[src/rtl/midi_pkg.sv]
// -----------------------------------------------------------------------------
// midi_pkg
// Shared types and constants for the MIDI transmit encoder.
//   ev_type_t  : event request kinds as supplied on ev_type
//   ST_*       : MIDI status-byte high nibbles
//   tx_state_t : serializer FSM states
//   midi_ev_t  : one queued event {type, ch, d1, d2}
// Helper functions classify event types for the serializer.
// -----------------------------------------------------------------------------
package midi_pkg;

    typedef enum logic [2:0] {
        EV_NOTE_OFF = 3'd0,
        EV_NOTE_ON  = 3'd1,
        EV_CTRL     = 3'd2,
        EV_PRG      = 3'd3,
        EV_PITCH    = 3'd4,
        EV_RT       = 3'd5,
        EV_RSV6     = 3'd6,
        EV_RSV7     = 3'd7
    } ev_type_t;

    localparam logic [3:0] ST_NOTE_OFF = 4'h8;
    localparam logic [3:0] ST_NOTE_ON  = 4'h9;
    localparam logic [3:0] ST_CTRL     = 4'hB;
    localparam logic [3:0] ST_PRG      = 4'hC;
    localparam logic [3:0] ST_PITCH    = 4'hE;
    localparam logic [3:0] ST_SYS      = 4'hF;

    typedef enum logic [2:0] {
        S_IDLE   = 3'd0,
        S_LOAD   = 3'd1,
        S_STATUS = 3'd2,
        S_DATA1  = 3'd3,
        S_DATA2  = 3'd4,
        S_WAIT   = 3'd5
    } tx_state_t;

    typedef struct packed {
        ev_type_t   ev_type;
        logic [3:0] ch;
        logic [6:0] d1;
        logic [6:0] d2;
    } midi_ev_t;

    // High nibble of the status byte for a given event type.
    function automatic logic [3:0] status_nibble(input ev_type_t t);
        logic [3:0] n;
        case (t)
            EV_NOTE_OFF: n = ST_NOTE_OFF;
            EV_NOTE_ON:  n = ST_NOTE_ON;
            EV_CTRL:     n = ST_CTRL;
            EV_PRG:      n = ST_PRG;
            EV_PITCH:    n = ST_PITCH;
            default:     n = ST_SYS;
        endcase
        return n;
    endfunction

    // Channel messages carrying two data bytes after the status byte.
    function automatic logic is_three_byte(input ev_type_t t);
        logic r;
        case (t)
            EV_NOTE_OFF, EV_NOTE_ON, EV_CTRL, EV_PITCH: r = 1'b1;
            default:                                    r = 1'b0;
        endcase
        return r;
    endfunction

    // Encodings 6 and 7 have no MIDI meaning and are discarded.
    function automatic logic is_reserved(input ev_type_t t);
        logic r;
        case (t)
            EV_RSV6, EV_RSV7: r = 1'b1;
            default:          r = 1'b0;
        endcase
        return r;
    endfunction

endpackage

[src/rtl/midi_ev_fifo.sv]
// -----------------------------------------------------------------------------
// midi_ev_fifo
// Synchronous first-word-fall-through queue of midi_ev_t events.
//   CLOCK_50   : clock
//   reset_reg  : asynchronous active-high reset (queue emptied)
//   push       : write push_data this cycle (ignored when full, unless popping)
//   push_data  : event to store
//   pop        : discard head entry this cycle (ignored when empty)
//   pop_data   : current head entry, valid while !empty
//   full/empty : occupancy flags
// -----------------------------------------------------------------------------
module midi_ev_fifo
    import midi_pkg::*;
#(
    parameter int DEPTH = 4,
    parameter int AW    = 2
) (
    input  logic     CLOCK_50,
    input  logic     reset_reg,
    input  logic     push,
    input  midi_ev_t push_data,
    input  logic     pop,
    output midi_ev_t pop_data,
    output logic     full,
    output logic     empty
);

    localparam logic [AW:0] DEPTH_C = (AW + 1)'(DEPTH);

    midi_ev_t        mem_r [DEPTH];
    logic [AW-1:0]   wr_ptr_r;
    logic [AW-1:0]   rd_ptr_r;
    logic [AW:0]     count_r;
    logic            do_push_s;
    logic            do_pop_s;

    assign full      = (count_r == DEPTH_C);
    assign empty     = (count_r == {(AW + 1){1'b0}});
    assign pop_data  = mem_r[rd_ptr_r];

    // A pop frees the slot in the same cycle, so push-on-full with pop is accepted.
    assign do_push_s = push & (~full | pop);
    assign do_pop_s  = pop & ~empty;

    // Storage array; contents are only meaningful between write and read pointers.
    always_ff @(posedge CLOCK_50) begin
        if (do_push_s) begin
            mem_r[wr_ptr_r] <= push_data;
        end
    end

    // Pointer and occupancy bookkeeping.
    always_ff @(posedge CLOCK_50 or posedge reset_reg) begin
        if (reset_reg) begin
            wr_ptr_r <= {AW{1'b0}};
            rd_ptr_r <= {AW{1'b0}};
            count_r  <= {(AW + 1){1'b0}};
        end else begin
            if (do_push_s) begin
                wr_ptr_r <= wr_ptr_r + AW'(1);
            end else begin
                wr_ptr_r <= wr_ptr_r;
            end
            if (do_pop_s) begin
                rd_ptr_r <= rd_ptr_r + AW'(1);
            end else begin
                rd_ptr_r <= rd_ptr_r;
            end
            case ({do_push_s, do_pop_s})
                2'b10:   count_r <= count_r + (AW + 1)'(1);
                2'b01:   count_r <= count_r - (AW + 1)'(1);
                default: count_r <= count_r;
            endcase
        end
    end

endmodule

[src/rtl/midi_tx_encoder.sv]
// -----------------------------------------------------------------------------
// midi_tx_encoder
// Queues MIDI channel-voice / realtime event requests and serializes them into
// bytes for the UART transmitter, applying running status with idle timeout.
//   CLOCK_50        : system clock
//   reset_reg       : asynchronous active-high reset
//   ev_valid/ready  : event request handshake (ready = queue not full)
//   ev_type/ch/d1/d2: event fields
//   midi_out_ready  : UART can take a byte this cycle
//   midi_send_byte  : one-cycle strobe, midi_out_data valid
//   midi_out_data   : byte to UART, holds last sent value between strobes
//   busy            : queue non-empty or serializer active
//   dropped         : sticky, a reserved event type was received
// -----------------------------------------------------------------------------
module midi_tx_encoder
    import midi_pkg::*;
#(
    parameter int FIFO_DEPTH = 4,
    parameter int FIFO_AW    = 2,
    parameter int RS_EN      = 1,
    parameter int RS_TIMEOUT = 15000000
) (
    input  logic       CLOCK_50,
    input  logic       reset_reg,
    input  logic       ev_valid,
    output logic       ev_ready,
    input  logic [2:0] ev_type,
    input  logic [3:0] ev_ch,
    input  logic [6:0] ev_d1,
    input  logic [6:0] ev_d2,
    input  logic       midi_out_ready,
    output logic       midi_send_byte,
    output logic [7:0] midi_out_data,
    output logic       busy,
    output logic       dropped
);

    localparam int              TO_W   = (RS_TIMEOUT > 1) ? $clog2(RS_TIMEOUT) : 1;
    localparam logic [TO_W-1:0] TO_MAX = TO_W'(RS_TIMEOUT - 1);

    tx_state_t       state_r, state_nxt_s;
    tx_state_t       ret_state_r, ret_state_nxt_s;
    midi_ev_t        ev_r;
    midi_ev_t        fifo_head_s;
    midi_ev_t        push_ev_s;
    logic            fifo_full_s;
    logic            fifo_empty_s;
    logic            fifo_push_s;
    logic            fifo_pop_s;
    logic            latch_s;
    logic            set_drop_s;
    logic            send_s;
    logic [7:0]      byte_s;
    logic [7:0]      status_byte_s;
    logic            is_rt_s;
    logic            need_status_s;
    logic            rs_valid_r;
    logic [7:0]      rs_status_r;
    logic [TO_W-1:0] to_cnt_r;
    logic            idle_empty_s;
    logic            dropped_r;
    logic [7:0]      data_hold_r;

    assign fifo_push_s = ev_valid & ev_ready;
    assign push_ev_s   = '{ev_type: ev_type_t'(ev_type), ch: ev_ch, d1: ev_d1, d2: ev_d2};

    midi_ev_fifo #(
        .DEPTH (FIFO_DEPTH),
        .AW    (FIFO_AW)
    ) u_fifo (
        .CLOCK_50  (CLOCK_50),
        .reset_reg (reset_reg),
        .push      (fifo_push_s),
        .push_data (push_ev_s),
        .pop       (fifo_pop_s),
        .pop_data  (fifo_head_s),
        .full      (fifo_full_s),
        .empty     (fifo_empty_s)
    );

    assign is_rt_s      = (ev_r.ev_type == EV_RT);
    assign idle_empty_s = (state_r == S_IDLE) & fifo_empty_s;

    // Realtime bytes live in the 0xF8-0xFF range; channel messages use {nibble, ch}.
    always_comb begin
        status_byte_s = 8'h00;
        if (is_rt_s) begin
            status_byte_s = {4'hF, 1'b1, ev_r.d1[2:0]};
        end else begin
            status_byte_s = {status_nibble(ev_r.ev_type), ev_r.ch};
        end
    end

    // Decide whether the latched message needs its status byte on the wire.
    always_comb begin
        need_status_s = 1'b1;
        if (is_rt_s) begin
            need_status_s = 1'b1;
        end else if (RS_EN == 0) begin
            need_status_s = 1'b1;
        end else if (!rs_valid_r) begin
            need_status_s = 1'b1;
        end else begin
            need_status_s = (rs_status_r != status_byte_s);
        end
    end

    // Serializer next-state and per-state byte selection.
    always_comb begin
        state_nxt_s     = state_r;
        ret_state_nxt_s = ret_state_r;
        fifo_pop_s      = 1'b0;
        latch_s         = 1'b0;
        set_drop_s      = 1'b0;
        send_s          = 1'b0;
        byte_s          = 8'h00;
        case (state_r)
            S_IDLE: begin
                if (!fifo_empty_s) begin
                    fifo_pop_s  = 1'b1;
                    latch_s     = 1'b1;
                    state_nxt_s = S_LOAD;
                end else begin
                    state_nxt_s = S_IDLE;
                end
            end
            S_LOAD: begin
                if (is_reserved(ev_r.ev_type)) begin
                    set_drop_s  = 1'b1;
                    state_nxt_s = S_IDLE;
                end else if (need_status_s) begin
                    state_nxt_s = S_STATUS;
                end else begin
                    state_nxt_s = S_DATA1;
                end
            end
            S_STATUS: begin
                byte_s = status_byte_s;
                if (midi_out_ready) begin
                    send_s          = 1'b1;
                    state_nxt_s     = S_WAIT;
                    ret_state_nxt_s = is_rt_s ? S_IDLE : S_DATA1;
                end else begin
                    state_nxt_s = S_STATUS;
                end
            end
            S_DATA1: begin
                byte_s = {1'b0, ev_r.d1};
                if (midi_out_ready) begin
                    send_s          = 1'b1;
                    state_nxt_s     = S_WAIT;
                    ret_state_nxt_s = is_three_byte(ev_r.ev_type) ? S_DATA2 : S_IDLE;
                end else begin
                    state_nxt_s = S_DATA1;
                end
            end
            S_DATA2: begin
                byte_s = {1'b0, ev_r.d2};
                if (midi_out_ready) begin
                    send_s          = 1'b1;
                    state_nxt_s     = S_WAIT;
                    ret_state_nxt_s = S_IDLE;
                end else begin
                    state_nxt_s = S_DATA2;
                end
            end
            S_WAIT: begin
                if (midi_out_ready) begin
                    state_nxt_s = ret_state_r;
                end else begin
                    state_nxt_s = S_WAIT;
                end
            end
            default: begin
                state_nxt_s     = S_IDLE;
                ret_state_nxt_s = S_IDLE;
            end
        endcase
    end

    // FSM state, return state and latched event registers.
    always_ff @(posedge CLOCK_50 or posedge reset_reg) begin
        if (reset_reg) begin
            state_r     <= S_IDLE;
            ret_state_r <= S_IDLE;
            ev_r        <= '{ev_type: EV_NOTE_OFF, ch: 4'h0, d1: 7'h00, d2: 7'h00};
        end else begin
            state_r     <= state_nxt_s;
            ret_state_r <= ret_state_nxt_s;
            if (latch_s) begin
                ev_r <= fifo_head_s;
            end else begin
                ev_r <= ev_r;
            end
        end
    end

    // Sticky drop flag and last-sent byte holding register.
    always_ff @(posedge CLOCK_50 or posedge reset_reg) begin
        if (reset_reg) begin
            dropped_r   <= 1'b0;
            data_hold_r <= 8'h00;
        end else begin
            if (set_drop_s) begin
                dropped_r <= 1'b1;
            end else begin
                dropped_r <= dropped_r;
            end
            if (send_s) begin
                data_hold_r <= byte_s;
            end else begin
                data_hold_r <= data_hold_r;
            end
        end
    end

    // Running-status register; realtime bytes never touch it.
    always_ff @(posedge CLOCK_50 or posedge reset_reg) begin
        if (reset_reg) begin
            rs_valid_r  <= 1'b0;
            rs_status_r <= 8'h00;
        end else if (send_s && (state_r == S_STATUS) && !is_rt_s) begin
            rs_valid_r  <= 1'b1;
            rs_status_r <= byte_s;
        end else if (idle_empty_s && (to_cnt_r == TO_MAX)) begin
            rs_valid_r  <= 1'b0;
            rs_status_r <= rs_status_r;
        end else begin
            rs_valid_r  <= rs_valid_r;
            rs_status_r <= rs_status_r;
        end
    end

    // Idle timeout: counts quiet cycles, restarts on any byte, saturates at the limit.
    always_ff @(posedge CLOCK_50 or posedge reset_reg) begin
        if (reset_reg) begin
            to_cnt_r <= {TO_W{1'b0}};
        end else if (send_s) begin
            to_cnt_r <= {TO_W{1'b0}};
        end else if (idle_empty_s && (to_cnt_r != TO_MAX)) begin
            to_cnt_r <= to_cnt_r + TO_W'(1);
        end else begin
            to_cnt_r <= to_cnt_r;
        end
    end

    // The strobe must coincide with midi_out_ready, so it is decoded from the state register.
    assign midi_send_byte = send_s;
    assign midi_out_data  = send_s ? byte_s : data_hold_r;
    assign ev_ready       = ~fifo_full_s;
    assign busy           = ~fifo_empty_s | (state_r != S_IDLE);
    assign dropped        = dropped_r;

endmodule

[config.mk]
export PLATFORM = sky130hd
export DESIGN_NAME = midi_tx_encoder
export DESIGN_NICKNAME = d
export VERILOG_FILES = /design/src/rtl/midi_pkg.sv /design/src/rtl/midi_ev_fifo.sv /design/src/rtl/midi_tx_encoder.sv
export SDC_FILE = /design/constraint.sdc
export NUM_CORES = 1
export LEC_CHECK = 0
export BUFFER_PORTS_ARGS = -buffer_cell sky130_fd_sc_hd__buf_2
export CORE_ASPECT_RATIO = 2
export CORE_MARGIN = 2
export CORE_UTILIZATION = 48
export CTS_CLUSTER_SIZE = 24
export DETAILED_ROUTE_END_ITERATION = 8
export HOLD_SLACK_MARGIN = 0.06
export PLACE_DENSITY_LB_ADDON = 0.1
export SLEW_MARGIN = 40
export SYNTH_ARGS = -nofsm -noshare
export SYNTH_HDL_FRONTEND = slang
export SYNTH_SLANG_ARGS = --single-unit
[constraint.sdc]
create_clock -name CLOCK_50 -period 3.02 [get_ports CLOCK_50]
set_input_delay 0.302 -clock CLOCK_50 [delete_from_list [all_inputs] [get_ports CLOCK_50]]
set_output_delay 0.302 -clock CLOCK_50 [all_outputs]
set_load 0.01 [all_outputs]
* Word level (Yosys, flattened, before mapping)
Memory sizes are Yosys's and may differ from the RTL's. A register that Yosys moved wholly into a read port is not among the register bits.
Index checks and enable logic that the tools add are counted.
** Cells by class
- $add $sub $neg :: 5
- Eq/ne operators :: 21
- Multiplexer cells :: 38
- Bitwise gates (word level) :: 9
- Reduce and logical (&&, ||, !) cells :: 17
** Operators with widths (count)
- 24-bit 2-to-1 mux :: 2
- 24-bit by 1-bit adder with 24-bit output (second input constant) :: 1
- 24-bit == test (second input constant) :: 1
- 24-bit inequality test (second input constant) :: 1
- 8-bit one-hot mux with 3 select lines :: 1
- 3-bit == test (second input constant) :: 7
- 3-bit 2-to-1 mux :: 7
- 1-bit 2-to-1 mux :: 20
- 3-bit one-hot mux with 6 select lines :: 1
- 3-bit one-hot mux with 5 select lines :: 1
- 3-bit by 2-bit == test with 1-bit output (second input constant) :: 4
- 3-bit one-hot mux with 4 select lines :: 1
- 3-bit zero test :: 3
- 8-bit 2-to-1 mux :: 1
- 8-bit inequality test :: 1
- 7-bit 2-to-1 mux :: 1
- 3-bit by 1-bit == test with 1-bit output (second input constant) :: 2
- 2-bit inequality test (second input constant) :: 3
- 3-bit one-hot mux with 2 select lines :: 1
- 2-bit nonzero test :: 3
- 3-bit OR reduction :: 2
- 2-bit by 1-bit adder with 2-bit output (second input constant) :: 2
- 1-bit bitwise AND :: 4
- 1-bit logical AND :: 4
- 12 further kinds :: 16
** Storage, ports and cells
- Bits in registers :: 55
- Bits in writable memories :: 84
- Bits of input ports :: 25
- Output and inout bits :: 12
- Logic and storage cells :: 101
- Memories kept :: 1
** Memory list
- u_fifo.mem_r :: depth 4, bits a word 21, rd ports 1, clocked after Yosys merged registers in 1, write ports 1, line midi_ev_fifo.sv:30 : midi_ev_t mem_r [DEPTH];

* Depth between registers and ports, before layout
Gate-level depths: netlist (run 1).
- Depth in word-level cells :: 9
- Mapped depth :: 11
- Gate-level depth less buffers :: 10

* Cells and area by module
A second synthesis (run 1) with hierarchy kept.
** Second synthesis, totals
- Cells, all modules :: 502
- Area, all modules :: 6947.9 um^2
** By module, submodules not included
- midi_tx_encoder :: times used 1, cells an instance 353, area each 3488.3 um^2
- midi_ev_fifo :: times used 1, cells an instance 149, area each 3459.6 um^2

* Worst setup path after synthesis (run 1)
OpenSTA, ideal clock, no wires.
- Path kind :: register to register
- From :: register state_r[2]
- To :: register u_fifo.count_r[2]
- Setup time :: 0.079 ns
- Arrival :: 2.248 ns
- Path slack :: 0.693 ns
- Cell stages (with the launch flop) :: 12
- Clock period less this slack :: 2.327 ns
- Cells stage by stage :: dfrtp_1 > buf_6 > nor3_2 > nor2b_1 > clkbuf_1 > buf_2 > ha_1 > inv_1 > fa_1 > xor2_1 > nor2_1 > xor2_1
** Between the ends
- Word-level cells in the longest chain between the ends :: 6
- Elaborated cells between the ends (all ways) :: 9
- Those cells by class :: eq/ne (2); mux (2); bitwise (3); reduce/logical (2)
** RTL lines
- from (decl) :: line midi_tx_encoder.sv:41 : tx_state_t state_r, state_nxt_s;
- from (signal assigned) :: line midi_tx_encoder.sv:188 : state_r <= state_nxt_s;
- 3-bit zero test * :: line midi_tx_encoder.sv:117 : case (state_r)
- 1-bit 2-to-1 mux * :: line midi_tx_encoder.sv:117
- via fifo_pop_s :: line midi_tx_encoder.sv:49 : logic fifo_pop_s;
- 1-bit OR :: line midi_ev_fifo.sv:42 : assign do_push_s = push & (~full | pop);
- 1-bit bitwise AND :: line midi_ev_fifo.sv:42
- 2-bit by 1-bit == test with 1-bit output / 2-bit == test (equally long branches) :: line midi_ev_fifo.sv:69 : case ({do_push_s, do_pop_s})
- 3-bit one-hot mux with 2 select lines / 2-bit nonzero test (equally long branches)
- to (signal assigned) :: line midi_ev_fifo.sv:70 : 2'b10: count_r <= count_r + (AW + 1)'(1);
- to (signal assigned) :: line midi_ev_fifo.sv:71 : 2'b01: count_r <= count_r - (AW + 1)'(1);
- to (signal assigned) :: line midi_ev_fifo.sv:72 : default: count_r <= count_r;
- to (decl) :: line midi_ev_fifo.sv:33 : logic [AW:0] count_r;
Mark *: on every way through the listed nets, which the timed path passes. The rest lies on a longest branch.
A chain may end at the register's enable or synchronous reset.

* Worst setup path in the final report (run 1)
- From :: register, netlist name ev_r[19]
- To :: output port midi_out_data[1]
** Between the ends
- Word-level cells in the longest chain between the ends :: 4
** RTL lines
- 3-bit == test :: line midi_tx_encoder.sv:81 : assign is_rt_s = (ev_r.ev_type == EV_RT);
- 7-bit 2-to-1 mux :: line midi_tx_encoder.sv:87 : if (is_rt_s) begin
- 8-bit one-hot mux with 3 select lines :: line midi_tx_encoder.sv:117
- 8-bit 2-to-1 mux
- to (decl) :: line midi_tx_encoder.sv:33 : output logic [7:0] midi_out_data,
No other way between the ends.

==> summary.txt, run 1 <==
Outcome
  – Status: complete, no violations

Final layout
  – Area grow syn2layout: 15.1%
  – Share of layout cells above drive strength 1: 25.7%
  – Antenna fix cells: 0
  – Commonest non-fill, non-tap cell in the layout: edfxtp_1
  – Most frequent cells in the layout: edfxtp_1 (84), dfrtp_1 (75), nand2_1 (43)
  – Nets: 563

Drt
  – DRT iter0 DRCs: 180
  – DRT Wirelength: 14100 um
  – Routed via count: 4035
  – WL per Instance: 19.2 um
  – Drc violations: 0
  – Antenna-violating nets left: 0
  – Drt first pass iters: 4
  – Via density: 5.50

Yosys
  – Syn Inst Count: 484
  – YS warnings: 0
  – Count of state elements after synthesis: 159
  – Fraction of registers with async set/reset: 47.2%
  – Netlist Area Pre-Place: 6860 um^2
  – Sequential cell area fraction in the yosys report: 64.1%
  – Mapped Nets: 516
  – Proportion of netlist area held by the largest area contributor: 36.8%
  – Avg Cell Area, Syn: 14.2 um^2
  – EDFF count, synth: 84
  – Ys flop type: edfxtp_1
  – Distinct cell type count after synthesis: 56
  – Main area contributors after synthesis: edfxtp_1 (37%), dfrtp_1 (27%), mux4_2 (6.9%), mux2_2 (4.1%), nand2_1 (2.4%)
  – Post-synth top area cell: edfxtp_1

Clock network
  – Hold Buf Count CTS: 1
  – Post-CTS Setup Repair Bufs: 0
  – CTS tree: yes
  – CTS Buf Count: 17
  – Post-CTS resize count: 0
  – Clock Sinks: 159
  – Worst-Skew Late Latency: 0.42 ns
  – # H-tree levels: 4
  – Longest Clk Path Bufs: 2
  – Worst-path clk slew: 0.07 ns
  – Clk root buf: clkbuf_16

STA
  – Highest clock rate: 361 MHz
  – Crit share post-route: 91.8%
  – Final hold violation count: 0
  – Clock skew: 0.00658 ns
  – Final setup TNS: 0 ns
  – Setup violators final: 0
  – Worst-Margin Slew: 0.716 ns
  – Fin Hold WS: 0.0857 ns
  – RSZ-0062 raised after global routing: false
  – Slew Viols, Final: 0
  – Tmin final: 2.77 ns
  – Rel. slew slack: 52.2%

Critical path
  – Critical path arrival: 2.47 ns
  – R2R cell count: 6
  – Critical-path maximum fanout: 11
  – CP Class: flop to output pin
  – Crit path launch: ev_r[19]
  – Reg-to-Reg End: to_cnt_r[8]
  – CP required: 2.72 ns
  – Reg2reg start: state_r[1]
  – Startpoint types: flop
  – Flop2flop setup slack: 0.86 ns
  – Setup crit end kind: output pin

Floorplan
  – FP Rows: 61
  – Die width: 88.5 um
  – Core area: 14000 um^2
  – I/O Pins: 37
  – Die area: 15300 um^2
  – Die Y: 173 um
  – Starting Density: 49.1%

Hold path
  – Hold Crit Class: input port to flop
  – WHS Endpoint: u_fifo.mem_r[1][13]
  – Hold Path Stages: 1
  – Hold_sp: ev_d1[6]

Power
  – Clk pwr share: 29.0%
  – Switching Share: 32.6%
  – Pleak: 0.00302 uW
  – Internal power: 5280 uW
  – Net switching power: 2550 uW
  – Cell Pwr Density: 992 nW/um^2
  – Sequential power share: 41.6%
  – Peak VDD IR: 0.000610 V
  – Combinational power share: 29.4%

GRT
  – Vias in the first global route: 4291
  – Initial antenna violation count: 0
  – Largest net degree at the start of global routing: 34
  – Grt ovf: 0
  – First-pass GRT wire length: 22900 um
  – GRT Total Usage: 20.1%

Placed design
  – PortBufs: 36
  – Post-DP HPWL: 9940 um
  – Routability cong.: 0.935

Job
  – Maxcap violations: 0
## final cells by class
| class | count | area (um^2) |
|---|---|---|
| Sequential cell | 159 | 4400 |
| Tap cell | 189 | 236 |
| Multi-Input combinational cell | 289 | 2290 |
| Timing Repair Buffer | 51 | 295 |
| Fill cell | 1131 | 6070 |
| Clock inverter | 14 | 194 |
| Inverter | 13 | 48.8 |
| Clock buffer | 18 | 429 |
## through the flow
step	worst slack (ns)	cell area, um^2	utilization, %	cells	total power, uW
final	0.247	7900	56.5	733	7830
after global routing	0.0869	7900	56.5	733	8280
after CTS	0.223	7900	56.5	733	7930
after detailed placement	0.684	7260	52.0	700	5640
after global placement	0.701	7260	51.9	700	5550
after floorplan	0.693	6860	-	484	4930
## how the worst max path moves through the flow
stage	to	slack, ns	cells past startpoint
after detailed placement	midi_out_data[1]	0.68	6
after CTS	midi_out_data[1]	0.22	6
after global routing	midi_out_data[1]	0.09	6
after floorplan	u_fifo.count_r[2]	0.69	11
final	midi_out_data[1]	0.25	6
after global placement	midi_out_data[0]	0.70	5
## routing by layer
layer	up-vias	part of all wire, %	track usage [%]
met1	2009	37	21.6
li1	1919	-	-
met5	-	0	0
met2	77	57	36.1
met3	30	2.3	4.53
met4	0	3.6	9.28
## worst max-delay path: stages (launching register included)
cell and delay [ns]:
dfrtp_1 0.50, nand3b_1 0.27, nor2b_1 0.33, mux2_2 0.37, a22oi_1 0.24, o21ai_0 0.15, buf_2 0.18
## kinds of logic (layout without fill, tap and decap cells)
logic type / Yosys count / in the layout / share of synthesized area, %
AOI/OAI and AO/OA: 68 / 68 / 6.42
xor gates and xnor gates: 19 / 19 / 2.43
adders and majority gates: 7 / 7 / 1.39
buffers and inverters: 36 / 96 / 2.55
DFF: 159 / 159 / 64.1
muxes: 51 / 51 / 11.7
and+or+nand+nor: 144 / 144 / 11.3
## sequential cells by signal, indices dropped and copies added (netlist names), 2 cells and up
signal / count
data_hold_r: 8
ev_r: 21
ret_state_r: 2
rs_status_r: 8
state_r: 3
to_cnt_r: 24
u_fifo.count_r: 3
u_fifo.mem_r: 84
u_fifo.rd_ptr_r: 2
u_fifo.wr_ptr_r: 2
## power groups by stage
stage               Clock [uW]  Sequential, uW  Combinational (uW)
finish                    2270            3260                2300
global placement             0            3270                2280
CTS                       2320            3260                2350
floorplan                    0            3100                1830
global route              2410            3320                2550
detailed placement           0            3300                2340
## synth_stat cells (all sizes together), types with 10 or more instances
cell type and count:
xnor2 10, edfxtp 84, dfrtp 75, mux4 21, nand3 13, nand2 43
o21ai 27, inv 13, nor2 23, buf 13, clkbuf 10, mux2 25
No activity file was read; power rests on OpenSTA's default activity.
==> inputs of run 2 (changes only) <==
--- a/config.mk
+++ b/config.mk
@@ -16,4 +16,5 @@
 export SLEW_MARGIN = 40
 export SYNTH_ARGS = -nofsm -noshare
 export SYNTH_HDL_FRONTEND = slang
+export SYNTH_HIERARCHICAL = 1
 export SYNTH_SLANG_ARGS = --single-unit
==> run 2 against run 1 <==
- wire length is 0.16% lower
- sequential cell count stayed put
- clock-buffer cell count is 1 higher
- critical path type unchanged
- setup slack got worse by 0.0014 ns
- core utilization decreased by 0.59 points
- critical endpoint is now midi_send_byte
- non-clock buffer count is 2 higher
==> summary.txt, run 2 <==
Clock network
  – Clock Sinks: 159
  – Clk root buf: clkbuf_16
  – Post-CTS Setup Repair Bufs: 0
  – Worst-path clk slew: 0.07 ns
  – CTS Buf Count: 17
  – # H-tree levels: 4
  – CTS tree: yes
  – Longest Clk Path Bufs: 2
  – Worst-Skew Late Latency: 0.42 ns

Yosys
  – Sequential cell area fraction in the yosys report: 63.3%
  – YS warnings: 6
  – Avg Cell Area, Syn: 13.8 um^2
  – Netlist Area Pre-Place: 6950 um^2
  – Ys flop type: edfxtp_1
  – Distinct cell type count after synthesis: 62
  – Syn Inst Count: 502
  – EDFF count, synth: 84
  – Fraction of registers with async set/reset: 47.2%
  – Count of state elements after synthesis: 159
  – Count leader, synth: edfxtp_1
  – Post-synth top area cell: edfxtp_1
  – Main area contributors after synthesis: edfxtp_1 (36%), dfrtp_1 (27%), mux4_2 (6.8%), mux2_2 (3.7%), xnor2_1 (2.1%)
  – Proportion of netlist area held by the largest area contributor: 36.3%
  – Mapped Nets: 534
  – Commonest cells post-synth: edfxtp_1 (84), dfrtp_1 (75), nor2_1 (35)

STA
  – Final hold violation count: 0
  – RSZ-0062 raised after global routing: false
  – Worst-Margin Slew: 0.672 ns
  – Final setup TNS: 0 ns
  – Rel. slew slack: 55.2%
  – Slew Viols, Final: 0
  – Tmin final: 2.77 ns
  – Crit share post-route: 91.9%
  – Setup violators final: 0
  – Highest clock rate: 360 MHz
  – Clock skew: 0.0115 ns

Drt
  – Drc violations: 0
  – Met2 wire length: 8170 um
  – Routed via count: 4182
  – Antenna-violating nets left: 0
  – Drt first pass iters: 4
  – DRT Wirelength: 14100 um
  – M1 WL: 5150 um
  – Met3 routed wirelength: 316 um
  – DRT iter0 DRCs: 178
  – Highest Signal Layer: met4
  – Via density: 5.57
  – WL per Instance: 18.8 um

GRT
  – Vias in the first global route: 4574
  – Grt ovf: 0
  – GRT Total Usage: 19.7%
  – First-pass GRT wire length: 22900 um
  – Initial antenna violation count: 0
  – Largest net degree at the start of global routing: 37

Final layout
  – Cell area after layout: 7990 um^2
  – Share of layout cells above drive strength 1: 27.4%
  – Area grow syn2layout: 14.9%
  – Reg with most FFs: u_fifo/mem_r
  – Largest regs: u_fifo/mem_r x84, to_cnt_r x24, ev_r x21
  – Max reg flops: 84
  – Most frequent cells in the layout: edfxtp_1 (84), dfrtp_1 (75), buf_2 (36)
  – Final core utilization: 55.9%
  – Commonest non-fill, non-tap cell in the layout: edfxtp_1
  – Nets: 578
  – Antenna fix cells: 0

Critical path
  – CP Class: flop to output pin
  – Critical path arrival: 2.47 ns
  – CP required: 2.72 ns
  – Critical-path maximum fanout: 16
  – Setup crit end kind: output pin
  – R2R cell count: 7
  – Startpoint types: flop

Hold path
  – Hold Path Stages: 1
  – Hold Crit Class: input port to flop

Outcome
  – Status: complete, no violations

Floorplan
  – Starting Density: 48.7%
  – Die width: 89.1 um
  – Die area: 15500 um^2
  – FP Rows: 62
  – Die Y: 174 um
  – I/O Pins: 37
  – Core area: 14300 um^2

Power
  – Cell Pwr Density: 989 nW/um^2
  – Pleak: 0.00305 uW
  – Peak VDD IR: 0.000560 V

Placed design
  – Post-DP HPWL: 10100 um
  – PortBufs: 36
  – DP Area: 7370 um^2
  – Routability cong.: 0.835

Job
  – Maxcap violations: 0
-- run 2: changes by cell type after synthesis, sizes merged, moves of 4 or more --
cell,before,now
a21oi,9,26
a31o,0,4
clkbuf,10,14
inv,13,23
nand2,43,32
nand2b,8,0
nand4,9,2
nor2,23,36
nor3,6,12
o211ai,6,1
xnor2,10,17
xor2,9,4
-- run 2: power by group --
part | internal, uW | switching [uW] | leakage [uW] | total [uW]
clock network | 1260 | 917 | 0.000290 | 2180
registers | 2910 | 361 | 0.00171 | 3270
logic | 1150 | 1300 | 0.00105 | 2450
-- run 2: layout make-up --
cell class	instances	area, um^2
Multi-Input combinational cell	292	2330
Fill cell	1192	6290
Timing Repair Buffer	53	323
Clock inverter	13	169
Tap cell	192	240
Clock buffer	19	433
Sequential cell	159	4400
Inverter	23	87.6
-- run 2: worst paths after layout --
| check | from | slack [ns] | endpoint |
|---|---|---|---|
| setup / recovery | state_r[1] | 0.25 | midi_send_byte |
| hold / removal | ev_d2[3] | 0.1 | u_fifo/mem_r[1][3] |
| setup reg to reg | u_fifo/count_r[0] | 0.43 | to_cnt_r[14] |
| hold reg to reg | rs_status_r[7] | 0.47 | rs_status_r[7] |
| max in group asynchronous | reset_reg | 1.89 | rs_status_r[4] |
| min in group asynchronous | reset_reg | 0.38 | u_fifo/wr_ptr_r[0] |
-- run 2: what timing repair did --
action | 4_1_cts | 5_1_grt
endpoints found under the hold margin | 7 | 0
endpoints found under the setup margin | 0 | 3
hold buffers | 1 | 0
resized for setup | 0 | 1
-- run 2: cell families (layout without fill, tap and decap cells) --
group | count (synthesis) | in the layout | share of synthesized area (%)
xor+xnor | 21 | 21 | 2.65
fa+ha+maj | 8 | 8 | 1.51
compound gates | 86 | 86 | 7.94
simple gates | 130 | 130 | 10.3
flops | 159 | 159 | 63.3
buf+inv | 51 | 108 | 3.22
mux | 47 | 47 | 11.0
-- run 2: critical path, cell delays in order, from the launching register on --
cell and delay, ns:
dfrtp_1 0.69, nor2b_2 0.41, o21ai_1 0.15, buf_4 0.22, inv_1 0.36, buf_2 0.22
-- run 2: stage by stage --
step                worst slack (ns)  instances  hold WS, ns  power (uW)
floorplan                      0.414        502        0.105        5020
global placement               0.526        718        0.256        5700
detailed placement             0.459        718        0.270        5800
CTS                           0.0788        751       0.0786        8000
global route                   0.107        751       0.0836        8350
finish                         0.245        751       0.0964        7900
-- run 2: routing by layer --
layer	vias up	GRT usage, %
met2	72	36.6
met5	-	0
met4	0	8.21
met3	34	4.23
met1	2124	20.4
li1	1952	-
==> inputs of run 3 (changes only) <==
--- a/config.mk
+++ b/config.mk
@@ -5,6 +5,7 @@
 export SDC_FILE = /design/constraint.sdc
 export NUM_CORES = 1
 export LEC_CHECK = 0
+export ABC_AREA = 1
 export BUFFER_PORTS_ARGS = -buffer_cell sky130_fd_sc_hd__buf_2
 export CORE_ASPECT_RATIO = 2
 export CORE_MARGIN = 2
==> run 3 against run 2 <==
- die area up 7.4%
- cell area up 4.8%
- clock-buffer cell count is 1 lower
- clock skew shrank 0.0030 ns
- sequential share of layout area is 2.5 points lower
- global-route usage rose by 2.0 points
- critical path depth rose by 3
- largest power group unchanged
==> summary.txt, run 3 <==
Outcome
  – Status: complete, no violations

STA
  – Final setup TNS: 0 ns
  – Tmin final: 2.39 ns
  – RSZ-0062 raised after global routing: false
  – Rel. slew slack: 49.1%
  – Worst-Margin Slew: 0.764 ns
  – Setup violators final: 0
  – Final hold violation count: 0
  – Slew Viols, Final: 0
  – Crit share post-route: 79.1%
  – Fin Hold WS: 0.0952 ns
  – Highest clock rate: 419 MHz
  – Clock skew: 0.00853 ns

Placed design
  – Post-DP HPWL: 12600 um
  – Routability cong.: 0.922
  – DP Area: 7790 um^2
  – PortBufs: 36
  – Placed insts: 1030

Critical path
  – Crit path launch: ev_r[20]
  – Flop2flop setup slack: 0.73 ns
  – Cell repeated most along the worst path: nand2_1
  – Critical Path Slowest Stage Cell: nor2_1
  – Number of buffers and inverters on the critical path: 1
  – Reg-to-Reg End: u_fifo/count_r[2]
  – Setup crit end kind: output pin
  – Critical Path, Cell by Cell: nand2_1 -> nor2_1 -> nand2_1 -> nand3_1 -> o221ai_1 -> nand2_1 -> nand2_1 -> buf_2
  – CP top delay family: simple AND/OR/NAND/NOR gates
  – Critical-path maximum fanout: 5
  – Crit-path max cell delay: 0.41 ns
  – CP required: 2.72 ns
  – CP Class: flop to output pin
  – R2R cell count: 14
  – Critical path arrival: 2.09 ns
  – Startpoint types: flop
  – Crit. path cell count: 8
  – Reg2reg start: u_fifo/count_r[0]

Clock network
  – # H-tree levels: 4
  – Clk root buf: clkbuf_16
  – Post-CTS resize count: 0
  – CTS tree: yes
  – Clock Sinks: 159
  – Post-CTS Setup Repair Bufs: 0
  – CTS Buf Count: 17
  – Worst-path clk slew: 0.06 ns
  – Longest Clk Path Bufs: 2
  – Worst-Skew Late Latency: 0.42 ns

Yosys
  – Ys flop type: edfxtp_1
  – Avg Cell Area, Syn: 9.21 um^2
  – YS warnings: 6
  – EDFF count, synth: 84
  – Fraction of registers with async set/reset: 47.2%
  – Distinct cell type count after synthesis: 37
  – Syn Inst Count: 812
  – Netlist Area Pre-Place: 7480 um^2
  – Mapped Nets: 844
  – Count of state elements after synthesis: 159
  – Sequential cell area fraction in the yosys report: 58.8%
  – Commonest cells post-synth: nand2_1 (234), nor2_1 (118), edfxtp_1 (84)
  – Main area contributors after synthesis: edfxtp_1 (34%), dfrtp_1 (25%), nand2_1 (12%), nor2_1 (5.9%), o21ai_1 (4.1%)
  – Post-synth top area cell: edfxtp_1
  – Count leader, synth: nand2_1
  – Proportion of netlist area held by the largest area contributor: 33.7%

Drt
  – DRT iter0 DRCs: 236
  – Drt first pass iters: 4
  – Routed via count: 5549
  – Antenna-violating nets left: 0
  – Drc violations: 0
  – WL per Instance: 16.3 um
  – DRT Wirelength: 17300 um
  – Via density: 5.23

GRT
  – Vias in the first global route: 5582
  – GR Layer Usage met1: 21.5%
  – First-pass GRT wire length: 27700 um
  – Grt ovf: 0
  – Grt peak-use layer: met2
  – GRT Total Usage: 21.7%
  – Largest net degree at the start of global routing: 45
  – GRT met3 Usage: 3.76%
  – Initial antenna violation count: 0
  – Met2 GRT Util: 41.0%

Floorplan
  – I/O Pins: 37
  – FP Rows: 64
  – Die Y: 181 um
  – Core area: 15300 um^2
  – Die width: 92.3 um
  – Die area: 16700 um^2
  – Starting Density: 48.9%

Final layout
  – Fillcell total: 1393
  – Cell area after layout: 8370 um^2
  – Finished Layout Cells: 1062
  – Antenna fix cells: 0
  – Area grow syn2layout: 11.8%
  – Nets: 884
  – Largest regs: u_fifo/mem_r x84, to_cnt_r x24, ev_r x21
  – Most frequent cells in the layout: nand2_1 (234), nor2_1 (113), edfxtp_1 (84)
  – Reg with most FFs: u_fifo/mem_r
  – Max reg flops: 84
  – Commonest non-fill, non-tap cell in the layout: nand2_1
  – Share of layout cells above drive strength 1: 11.0%

Power
  – Combinational power share: 33.7%
  – Clk pwr share: 26.1%
  – Net switching power: 3020 uW
  – Tot Pwr: 7930 uW
  – Pleak: 0.00363 uW
  – Peak VDD IR: 0.000603 V
  – Internal power: 4910 uW
  – Switching Share: 38.1%
  – Cell Pwr Density: 948 nW/um^2
  – Sequential power share: 40.2%

Job
  – Maxcap violations: 0

Hold path
  – Hold Crit Class: input port to flop
  – WHS Endpoint: u_fifo/mem_r[1][10]
  – Hold_sp: ev_d1[3]
  – Hold Path Stages: 1
-- run 3: metal layers --
layer | wire [um] | part of all wire (%)
met1 | 6220 | 36
met2 | 9690 | 56
met3 | 460 | 2.7
met4 | 904 | 5.2
met5 | 0 | 0
-- run 3: worst max-delay path by stage --
stage / endpoint / slack, ns
after floorplan: u_fifo/mem_r[0][0] / 0.39
after global placement: u_fifo/count_r[2] / 0.84
after detailed placement: u_fifo/count_r[2] / 0.75
after CTS: midi_out_data[2] / 0.61
after global routing: midi_out_data[0] / 0.46
final: midi_out_data[0] / 0.63
-- run 3: power groups by stage --
stage               Clock [uW]  Sequential [uW]  Combinational [uW]
floorplan                    0             3120                2110
global placement             0             3210                2650
detailed placement           0             3220                2700
CTS                       2120             3190                2710
global route              2210             3250                3010
finish                    2070             3190                2670
-- run 3: layout make-up --
cell class / count / area [um^2] / area share, %
Multi-Input combinational cell: 553 / 2570 / 30.7
Clock buffer: 18 / 429 / 5.13
Clock inverter: 13 / 139 / 1.66
Timing Repair Buffer: 46 / 295 / 3.53
Sequential cell: 159 / 4400 / 52.6
Tap cell: 198 / 248 / 2.96
Inverter: 75 / 289 / 3.45
-- run 3: timing repair --
action,4_1_cts,5_1_grt
setup endpoints to repair,0,0
hold endpoints to repair,24,0
hold buffers,1,0
-- run 3: kinds of logic (layout without fill, tap and decap cells) --
kind of cell	Yosys count	count (layout)	share of synthesized area [%]
XOR/XNOR	13	13	1.52
flip-flops	159	159	58.8
buffers and inverters	100	152	7.06
adder cells (fa/ha/maj)	7	7	1.27
multiplexers	1	1	0.150
AND/OR/NAND/NOR	425	425	23.5
AO/OA/AOI/OAI	107	107	7.69
-- run 3: per-stage QoR --
stage,setup slack (ns),util (%)
2_1_floorplan,0.388,-
3_3_place_gp,0.843,50.9
3_5_place_dp,0.746,50.9
4_1_cts,0.615,54.7
5_1_grt,0.464,54.7
6_report,0.631,54.7
